### src/rtl/tile_sched.sv
// tile_sched: walks a frame as a raster of TILE x TILE windows, launches one
// cache fill per window, and hands each filled cache to the processing engine
// through a valid/done handshake. A per-window watchdog aborts stuck fills.
module tile_sched #(
    parameter int IM_WIDTH  = 480,
    parameter int IM_HEIGHT = 640,
    parameter int TILE      = 32,
    parameter int TIMEOUT   = 4096
) (
    input  logic        p_clk,
    input  logic        preset_n,
    input  logic        start,
    input  logic        abort,
    input  logic [31:0] frame_addr,
    input  logic [31:0] org_x,
    input  logic [31:0] org_y,
    output logic [31:0] im_addr_I,
    output logic [31:0] cache_x_in,
    output logic [31:0] cache_y_in,
    output logic        init_ok,
    input  logic        cache_rdy,
    output logic        tile_valid,
    input  logic        tile_done,
    output logic        busy,
    output logic        frame_done,
    output logic        timeout_err,
    output logic [15:0] tile_cnt
);

    localparam int WD_W = (TIMEOUT > 1) ? $clog2(TIMEOUT) : 1;
    localparam logic [WD_W-1:0]   WD_LAST = WD_W'(TIMEOUT - 1);
    localparam logic signed [31:0] TILE_S  = 32'(TILE);
    localparam logic signed [31:0] TILE_M1 = 32'(TILE - 1);
    localparam logic signed [31:0] W_S     = 32'(IM_WIDTH);
    localparam logic signed [31:0] H_S     = 32'(IM_HEIGHT);

    typedef enum logic [2:0] {
        S_IDLE,
        S_CHECK,
        S_LAUNCH,
        S_WAIT_FILL,
        S_PRESENT,
        S_NEXT,
        S_DONE
    } state_t;

    state_t state, state_nx;

    logic signed [31:0] x, y;
    logic signed [31:0] ox, oy;
    logic signed [31:0] x_step, y_step;
    logic               row_wrap;
    logic               outside;
    logic               fill_ok;
    logic               wd_expired;
    logic               armed;
    logic [WD_W-1:0]    wdog;

    // Raster stepping and window classification from the current position.
    always_comb begin
        x_step     = x + TILE_S;
        row_wrap   = (x_step >= W_S);
        y_step     = row_wrap ? (y + TILE_S) : y;
        outside    = ((x + TILE_M1) < 0) || ((y + TILE_M1) < 0);
        fill_ok    = cache_rdy && armed;
        wd_expired = (wdog == WD_LAST);
    end

    // State register.
    always_ff @(posedge p_clk or negedge preset_n) begin
        if (!preset_n) state <= S_IDLE;
        else           state <= state_nx;
    end

    // Next-state and Moore outputs; abort overrides every transition.
    always_comb begin
        state_nx   = state;
        init_ok    = 1'b0;
        tile_valid = 1'b0;
        frame_done = 1'b0;
        busy       = (state != S_IDLE);
        case (state)
            S_IDLE:      if (start) state_nx = S_CHECK;
            S_CHECK:     state_nx = outside ? S_NEXT : S_LAUNCH;
            S_LAUNCH: begin
                init_ok  = 1'b1;
                state_nx = S_WAIT_FILL;
            end
            S_WAIT_FILL: begin
                if (fill_ok)         state_nx = S_PRESENT;
                else if (wd_expired) state_nx = S_IDLE;
            end
            S_PRESENT: begin
                tile_valid = 1'b1;
                if (tile_done) state_nx = S_NEXT;
            end
            S_NEXT:      state_nx = (y_step >= H_S) ? S_DONE : S_CHECK;
            S_DONE: begin
                frame_done = 1'b1;
                state_nx   = S_IDLE;
            end
            default:     state_nx = S_IDLE;
        endcase
        if (abort) state_nx = S_IDLE;
    end

    // Datapath: latched frame parameters, raster position, fill tracking, counters.
    // Window coordinates are loaded on the CHECK->LAUNCH edge so they are already
    // valid during the init_ok cycle and stay put until the next launch.
    always_ff @(posedge p_clk or negedge preset_n) begin
        if (!preset_n) begin
            im_addr_I   <= '0;
            cache_x_in  <= '0;
            cache_y_in  <= '0;
            ox          <= '0;
            oy          <= '0;
            x           <= '0;
            y           <= '0;
            armed       <= 1'b0;
            wdog        <= '0;
            tile_cnt    <= '0;
            timeout_err <= 1'b0;
        end else if (!abort) begin
            case (state)
                S_IDLE: begin
                    if (start) begin
                        im_addr_I   <= frame_addr;
                        ox          <= org_x;
                        oy          <= org_y;
                        x           <= org_x;
                        y           <= org_y;
                        tile_cnt    <= '0;
                        timeout_err <= 1'b0;
                    end
                end
                S_CHECK: begin
                    if (!outside) begin
                        cache_x_in <= x;
                        cache_y_in <= y;
                    end
                end
                S_LAUNCH: begin
                    armed <= 1'b0;
                    wdog  <= '0;
                end
                S_WAIT_FILL: begin
                    if (!cache_rdy) armed <= 1'b1;
                    wdog <= wdog + 1'b1;
                    if (!fill_ok && wd_expired) timeout_err <= 1'b1;
                end
                S_PRESENT: begin
                    if (tile_done && (tile_cnt != '1)) tile_cnt <= tile_cnt + 16'd1;
                end
                S_NEXT: begin
                    x <= row_wrap ? ox : x_step;
                    y <= y_step;
                end
                default: ;
            endcase
        end
    end

endmodule

### config.mk
export PLATFORM = sky130hd
export DESIGN_NAME = tile_sched
export DESIGN_NICKNAME = d
export VERILOG_FILES = /design/src/rtl/tile_sched.sv
export SDC_FILE = /design/constraint.sdc
export NUM_CORES = 1
export LEC_CHECK = 0
export ABC_CLOCK_PERIOD_IN_PS = 3900
export BUFFER_PORTS_ARGS = -buffer_cell sky130_fd_sc_hd__buf_4
export CORE_ASPECT_RATIO = 0.7
export CORE_MARGIN = 2
export CORE_UTILIZATION = 55
export DETAILED_ROUTE_END_ITERATION = 8
export GPL_ROUTABILITY_DRIVEN = 0
export HOLD_SLACK_MARGIN = 0.03
export PLACE_DENSITY_LB_ADDON = 0.05
export RECOVER_POWER = 25
export SYNTH_ARGS = -nofsm -noshare
export SYNTH_HDL_FRONTEND = slang
export SYNTH_SLANG_ARGS = --single-unit
### constraint.sdc
create_clock -name p_clk -period 3.9 [get_ports p_clk]
set_clock_uncertainty 0.15 [all_clocks]
set_input_delay 0.78 -clock p_clk [delete_from_list [all_inputs] [get_ports p_clk]]
set_output_delay 0.78 -clock p_clk [all_outputs]
set_load 0.005 [all_outputs]
==> metrics.yaml, run 1 <==
cts_buffers: 22
ys_seq_elements: 225
cts.sinks: 225
endpoint_kind: "flip-flop"
num_rows: 43
die_y_um: 124
yosysSeqAreaShare: 0.496
hold_viol: 0
antenna_found_initial: 0
synth_ff_type: "dfrtp_1"
max_stage_delay_ns: 0.53
grt_use_total: 0.289
yosys_warnings: 0
status: "finished, violations left"
cts-hold-fix-buffers: 0
io_pins: 219
rsz0062_at_grt: "false"
synth-compound-area-share: 0.126
fin_cells: 1738
synth_xor_area_frac: 0.0378
wl_per_cell_um: 18.3
hpwl_um: 22400
leakagePower_nw: 6.70
period_needed_ns: 3.73
mostFrequentLayoutCells: "337 x nand2_1, 258 x buf_4, 225 x dfrtp_1"
portBuffers: 218
htree_num_levels: 1
setup_viol: 0
syn_nets: 1359
route.detailed.drc: 0
cp_data_required_time_ns: 4.15
synth_edf_count: 0
startpoint_type: "flip-flop"
muxShareOfSynthArea: 0.0617
viasPerCell: 5.88
post-route-period-util: 0.957
synthCells: 1253
root_buffer: "clkbuf_16"
syn_avg_cell_area_um2: 9.06
coreArea_um2: 20000
clkTransAtPathRegs_ns: 0.07
relSlewSlack: -0.583
antenna_cells: 0
power.density_nw_per_um2: 768
cp_slowest_cell: "dfrtp_1"
drt-total-wl_um: 31800
slew_violations: 98
finalSetupTns_ns: 0
gr-total-overflow: 0
synth-simple-area-share: 0.237
fmax_ghz: 0.268
synth_cell_types: 78
synth_top_family_by_area: "simple AND/OR/NAND/NOR gates"
cts_tree: "done"
ant_nets: 0
grt_max_degree: 98
rr_startpoint: "x[14]$_DFFE_PN0P_"
crit_fanout: 12
via_count: 10200
worst-setup-path-type: "reg2reg"
hold_class: "in2reg"
violations: "max-capacitance violations, max-slew violations"
worstMarginPinSlew_ns: 2.37
start_util: 0.568
drive_above_1_share: 0.262
place_inst: 1696
synth_area_um2: 11400
layout_commonest_cell: "nand2_1"
hp-start: "frame_addr[0]"
layout.nets: 1560
clockBufferDepth: 3
syn_to_final_growth_pct: 24.4
cp-startpoint: "x[14]$_DFFE_PN0P_"
maxCapViolations: 1
async_flop_share: 1.00
path_cells: "and3_1 -> and4_1 -> a21boi_0 -> nor4_1 -> nand3_2 -> o21ai_4 -> buf_4 -> a21oi_1 -> o32ai_1 -> o211a_1 -> nand4_2 -> a31o_1"
arrival_ns: 3.98
dr.pass1.iters: 5
synth_fa_ha_area_frac: 0.00441
ir_drop_v: 0.000399
grt_pass1_vias: 9779
clk_latency_ns: 0.52
die_w_um: 176
grt_first_pass_wirelength_um: 51600
first_iter_violations: 997
dieArea_um2: 21800
[critical path: cells and delay by family (launching register included)]
family,cells,cell delay [ns]
AOI/OAI and AO/OA,6,1.25
DFF,1,0.53
and+or+nand+nor,5,1.46
buffers and inverters,1,0.23
[where the power goes]
part	internal (mW)	switching [mW]	leakage, nW
clock network	1.21	0.907	0.345
registers	3.33	0.992	2.78
logic	2.12	2.30	3.57
[through the flow]
step	instance area [um^2]	setup slack (ns)	power [mW]	hold WS (ns)	utilization
after floorplan	11400	0.415	6.72	0.288	-
after global placement	13400	0.201	8.53	0.303	0.669
after detailed placement	13400	0.0732	8.67	0.306	0.669
after CTS	14100	0.0148	10.8	0.177	0.705
after global routing	14100	0.0300	11.6	0.286	0.706
final	14100	0.169	10.9	0.299	0.706
[flip-flops by register name (all words and copies together), names as in the netlist]
signal,count
armed,1
wdog,12
y,32
cache_x_in,32
timeout_err,1
cache_y_in,32
state,3
x,32
ox,32
tile_cnt,16
im_addr_I,32
[cells by family after synthesis]
logic type,count (synthesis)
DFF,225
muxes,63
xor gates and xnor gates,49
and+or+nand+nor,583
AOI/OAI and AO/OA,224
buffers and inverters,105
adders and majority gates,4
[Yosys cell counts (4+ instances only)]
cell type | count | area (um^2)
a31oi_1 | 11 | 68.8
xor2_1 | 21 | 184
ha_1 | 4 | 50.1
and2_1 | 4 | 25.0
nor3_1 | 22 | 110
mux2_2 | 52 | 586
nand3_1 | 42 | 210
nand2_1 | 338 | 1270
a21oi_1 | 50 | 250
o21ai_0 | 65 | 325
and3_1 | 25 | 156
a32oi_1 | 13 | 114
inv_1 | 17 | 63.8
a311oi_1 | 4 | 35.0
or3_1 | 9 | 56.3
buf_2 | 18 | 90.1
nand4_1 | 18 | 113
xnor2_1 | 28 | 245
nor3b_1 | 4 | 30.0
mux2i_1 | 10 | 100
clkbuf_1 | 67 | 251
dfrtp_1 | 225 | 5630
o31ai_1 | 4 | 30.0
a221o_1 | 5 | 50.1
nor4_1 | 11 | 68.8
and4_1 | 7 | 61.3
nand2b_1 | 6 | 37.5
or2_2 | 7 | 43.8
o22ai_1 | 31 | 194
nor2_1 | 68 | 255
[what timing repair did]
| action | in CTS | in global routing |
|---|---|---|
| endpoints found under the setup margin | 0 | 8 |
| setup buffers | 0 | 3 |
| resized for setup | 0 | 6 |
[cell type report]
type                            instances  area, um^2
Timing Repair Buffer                  264        2020
Fill cell                            1638        5880
Multi-Input combinational cell        924        5380
Tap cell                              270         338
Clock buffer                           28         593
Sequential cell                       225        5630
Inverter                               17        63.8
Clock inverter                         10         116
[layer usage]
layer  GRT usage  part of all wire  up-vias
li1            -                 -     4754
met3      0.0740              0.11       41
met4      0.0510             0.016        0
met1       0.452              0.46     4925
met2       0.410              0.42      497
met5           0                 0        -
[worst paths after layout]
check / end / slack, ns / cells past startpoint
worst min register to register: ox[29]$_DFFE_PN0P_ / 0.32 / 2
worst max register to register: state[1]$_DFFE_PN0P_ / 0.17 / 12
max in group asynchronous: im_addr_I[5]$_DFFE_PN0P_ / 0.70 / 2
worst max-delay path: state[1]$_DFFE_PN0P_ / 0.17 / 12
min in group asynchronous: cache_x_in[13]$_DFFE_PN0P_ / 0.82 / 1
worst min-delay path: im_addr_I[0]$_DFFE_PN0P_ / 0.30 / 3
Note: power is estimated with default switching activity, not from simulation.
==> run 2: changes to the inputs <==
--- a/config.mk
+++ b/config.mk
@@ -6,8 +6,7 @@
 export NUM_CORES = 1
 export LEC_CHECK = 0
 export ABC_CLOCK_PERIOD_IN_PS = 3900
-export BUFFER_PORTS_ARGS = -buffer_cell sky130_fd_sc_hd__buf_4
-export CORE_ASPECT_RATIO = 0.7
+export BUFFER_PORTS_ARGS = -buffer_cell sky130_fd_sc_hd__buf_2
 export CORE_MARGIN = 2
 export CORE_UTILIZATION = 55
 export DETAILED_ROUTE_END_ITERATION = 8
==> metrics.yaml, run 2 (synthesis results as in run 1) <==
hold_class: "in2reg"
wl_per_cell_um: 17.5  # -4.5%
startpoint_type: "flip-flop"
syn_to_final_growth_pct: 19.9
layout.nets: 1557  # -0.19%
multi_input_area_um2: 5360  # -0.40%
grt_max_degree: 100  # +2.0%
clk_latency_ns: 0.53  # about the same
cp_data_required_time_ns: 4.16  # about the same
die_w_um: 148  # -16%
leakagePower_nw: 6.55  # -2.2%
fin_ws_ns: 0.264  # +0.0953 ns
mostFrequentLayoutCells: "337 x nand2_1, 224 x dfrtp_1, 217 x buf_2"
first_iter_violations: 695  # -30%
clkTransAtPathRegs_ns: 0.06  # about the same
status: "finished, violations left"
path_buf_inv: 0  # -1
setup_viol: 0  # unchanged
power_mw: 10.6  # -2.4%
grt_use_total: 0.280  # -0.00962
gr-total-overflow: 0  # unchanged
clockBufferDepth: 3  # unchanged
ir_drop_v: 0.000530  # +33%
antenna_found_initial: 3  # +3
die_y_um: 148  # +19%
fillerInstances: 1654  # +0.98%
grt_pass1_vias: 9714  # -0.66%
drt-total-wl_um: 30500  # -4.3%
endpoint_kind: "flip-flop"
viasPerCell: 5.74  # -2.3%
maxCapViolations: 1  # unchanged
crit_family: "compound AO/OA/AOI/OAI gates"
worstMarginPinSlew_ns: 2.47  # +0.0969 ns
via_count: 10000  # -2.1%
hpwl_um: 21100  # -5.6%
portBuffers: 218  # unchanged
layout_commonest_cell: "nand2_1"
path_cells: "ha_1 -> and3_1 -> nand4_1 -> o31a_1 -> a211oi_2 -> nand3_2 -> o21ai_4 -> nor4_1 -> a211o_1 -> nor4_4 -> nand4_2 -> a31o_1"
root_buffer: "clkbuf_16"
dieArea_um2: 21800  # about the same
cts_buffers: 25  # +14%
cts-hold-fix-buffers: 0  # unchanged
final_core_util: 0.673  # -0.0333
cts.sinks: 225  # unchanged
fmax_ghz: 0.275  # +2.6%
slew_violations: 100  # +2.0%
htree_num_levels: 1  # unchanged
drive_above_1_share: 0.263  # +0.00100
worst-setup-path-type: "reg2reg"
route.detailed.drc: 0  # unchanged
io_pins: 219  # unchanged
relSlewSlack: -0.648  # -0.0646
hold_viol: 0  # unchanged
coreArea_um2: 20200  # +1.1%
post-route-period-util: 0.932  # -0.0244
dp_slack_ns: 0.121  # +0.0481 ns
period_needed_ns: 3.64  # -0.0953 ns
num_rows: 52  # +21%
ant_nets: 0  # unchanged
violations: "max-capacitance violations, max-slew violations"
arrival_ns: 3.90  # -0.08 ns
start_util: 0.561  # -0.00618
cp_slowest_cell: "o21ai_4"
crit_fanout: 15  # +3
dr.pass1.iters: 5  # unchanged
power.density_nw_per_um2: 778  # +1.3%
finalSetupTns_ns: 0  # unchanged
rsz0062_at_grt: "false"
cts_tree: "done"
grt_first_pass_wirelength_um: 50000  # -3.1%
max_stage_delay_ns: 0.40  # -0.13 ns
regArea_um2: 5630  # about the same
run 2: cell count changes in the layout (fill, tap and decap cells not counted), moves of 2 or more:
cell        before  now
buf_12           3    1
clkinvlp_4       2    0
clkbuf_8         2    5
buf_4          258   39
nor4_1          11    9
clkbuf_1         4    6
clkbuf_16       22   25
diode_2          0    2
clkinv_2         5    7
nor4_2           1    3
buf_2            0  217
run 2: power breakdown:
group          switching (mW)  leakage (nW)  internal, mW  total (mW)
logic                    2.20          3.37          1.79        3.99
clock network           0.960         0.407          1.35        2.31
registers               0.960          2.78          3.33        4.29
total                    4.12          6.55          6.48        10.6
run 2: worst min-delay path: cells and delay by family:
family                 cells  cell delay, ns
buffers and inverters      1            0.07
AND/OR/NAND/NOR            2            0.08
run 2: per-layer routing:
metal	wire, um	share of wire	global-route usage	vias to the layer above
met1	13700	0.45	0.401	4783
li1	-	-	-	4766
met3	2450	0.080	0.0617	53
met5	30	0.00098	0	-
met2	13600	0.45	0.433	397
met4	731	0.024	0.0798	4
run 2: final cells by class:
cell class                      count  area share
Inverter                           17     0.00469
Multi-Input combinational cell    923       0.393
Tap cell                          270      0.0248
Clock inverter                     10     0.00689
Antenna cell                        2    0.000368
Sequential cell                   225       0.414
Clock buffer                       36      0.0527
Timing Repair Buffer              259       0.104
run 2: repair_timing:
item                       in CTS  in global routing
setup endpoints to repair       0                 13
setup buffers                   0                  1
gates resized for setup         0                  6
run 2: worst paths after layout:
kind | end | cells after the start | start | slack, ns
min in group asynchronous | ox[12]$_DFFE_PN0P_ | 1 | preset_n | 0.85
worst min-delay path | im_addr_I[20]$_DFFE_PN0P_ | 3 | frame_addr[20] | 0.29
worst max register to register | state[1]$_DFFE_PN0P_ | 12 | x[5]$_DFFE_PN0P_ | 0.26
worst max-delay path | state[1]$_DFFE_PN0P_ | 12 | x[5]$_DFFE_PN0P_ | 0.26
max in group asynchronous | x[7]$_DFFE_PN0P_ | 2 | preset_n | 0.70
worst min register to register | ox[27]$_DFFE_PN0P_ | 2 | ox[27]$_DFFE_PN0P_ | 0.32
run 2: metrics by stage:
step                      instances  cell area [um^2]  hold WS (ns)
after global routing           1741             13600         0.286
after floorplan                1253             11400         0.288
after CTS                      1739             13600         0.155
after global placement         1693             12800         0.303
after detailed placement       1693             12800         0.305
final                          1742             13600         0.288
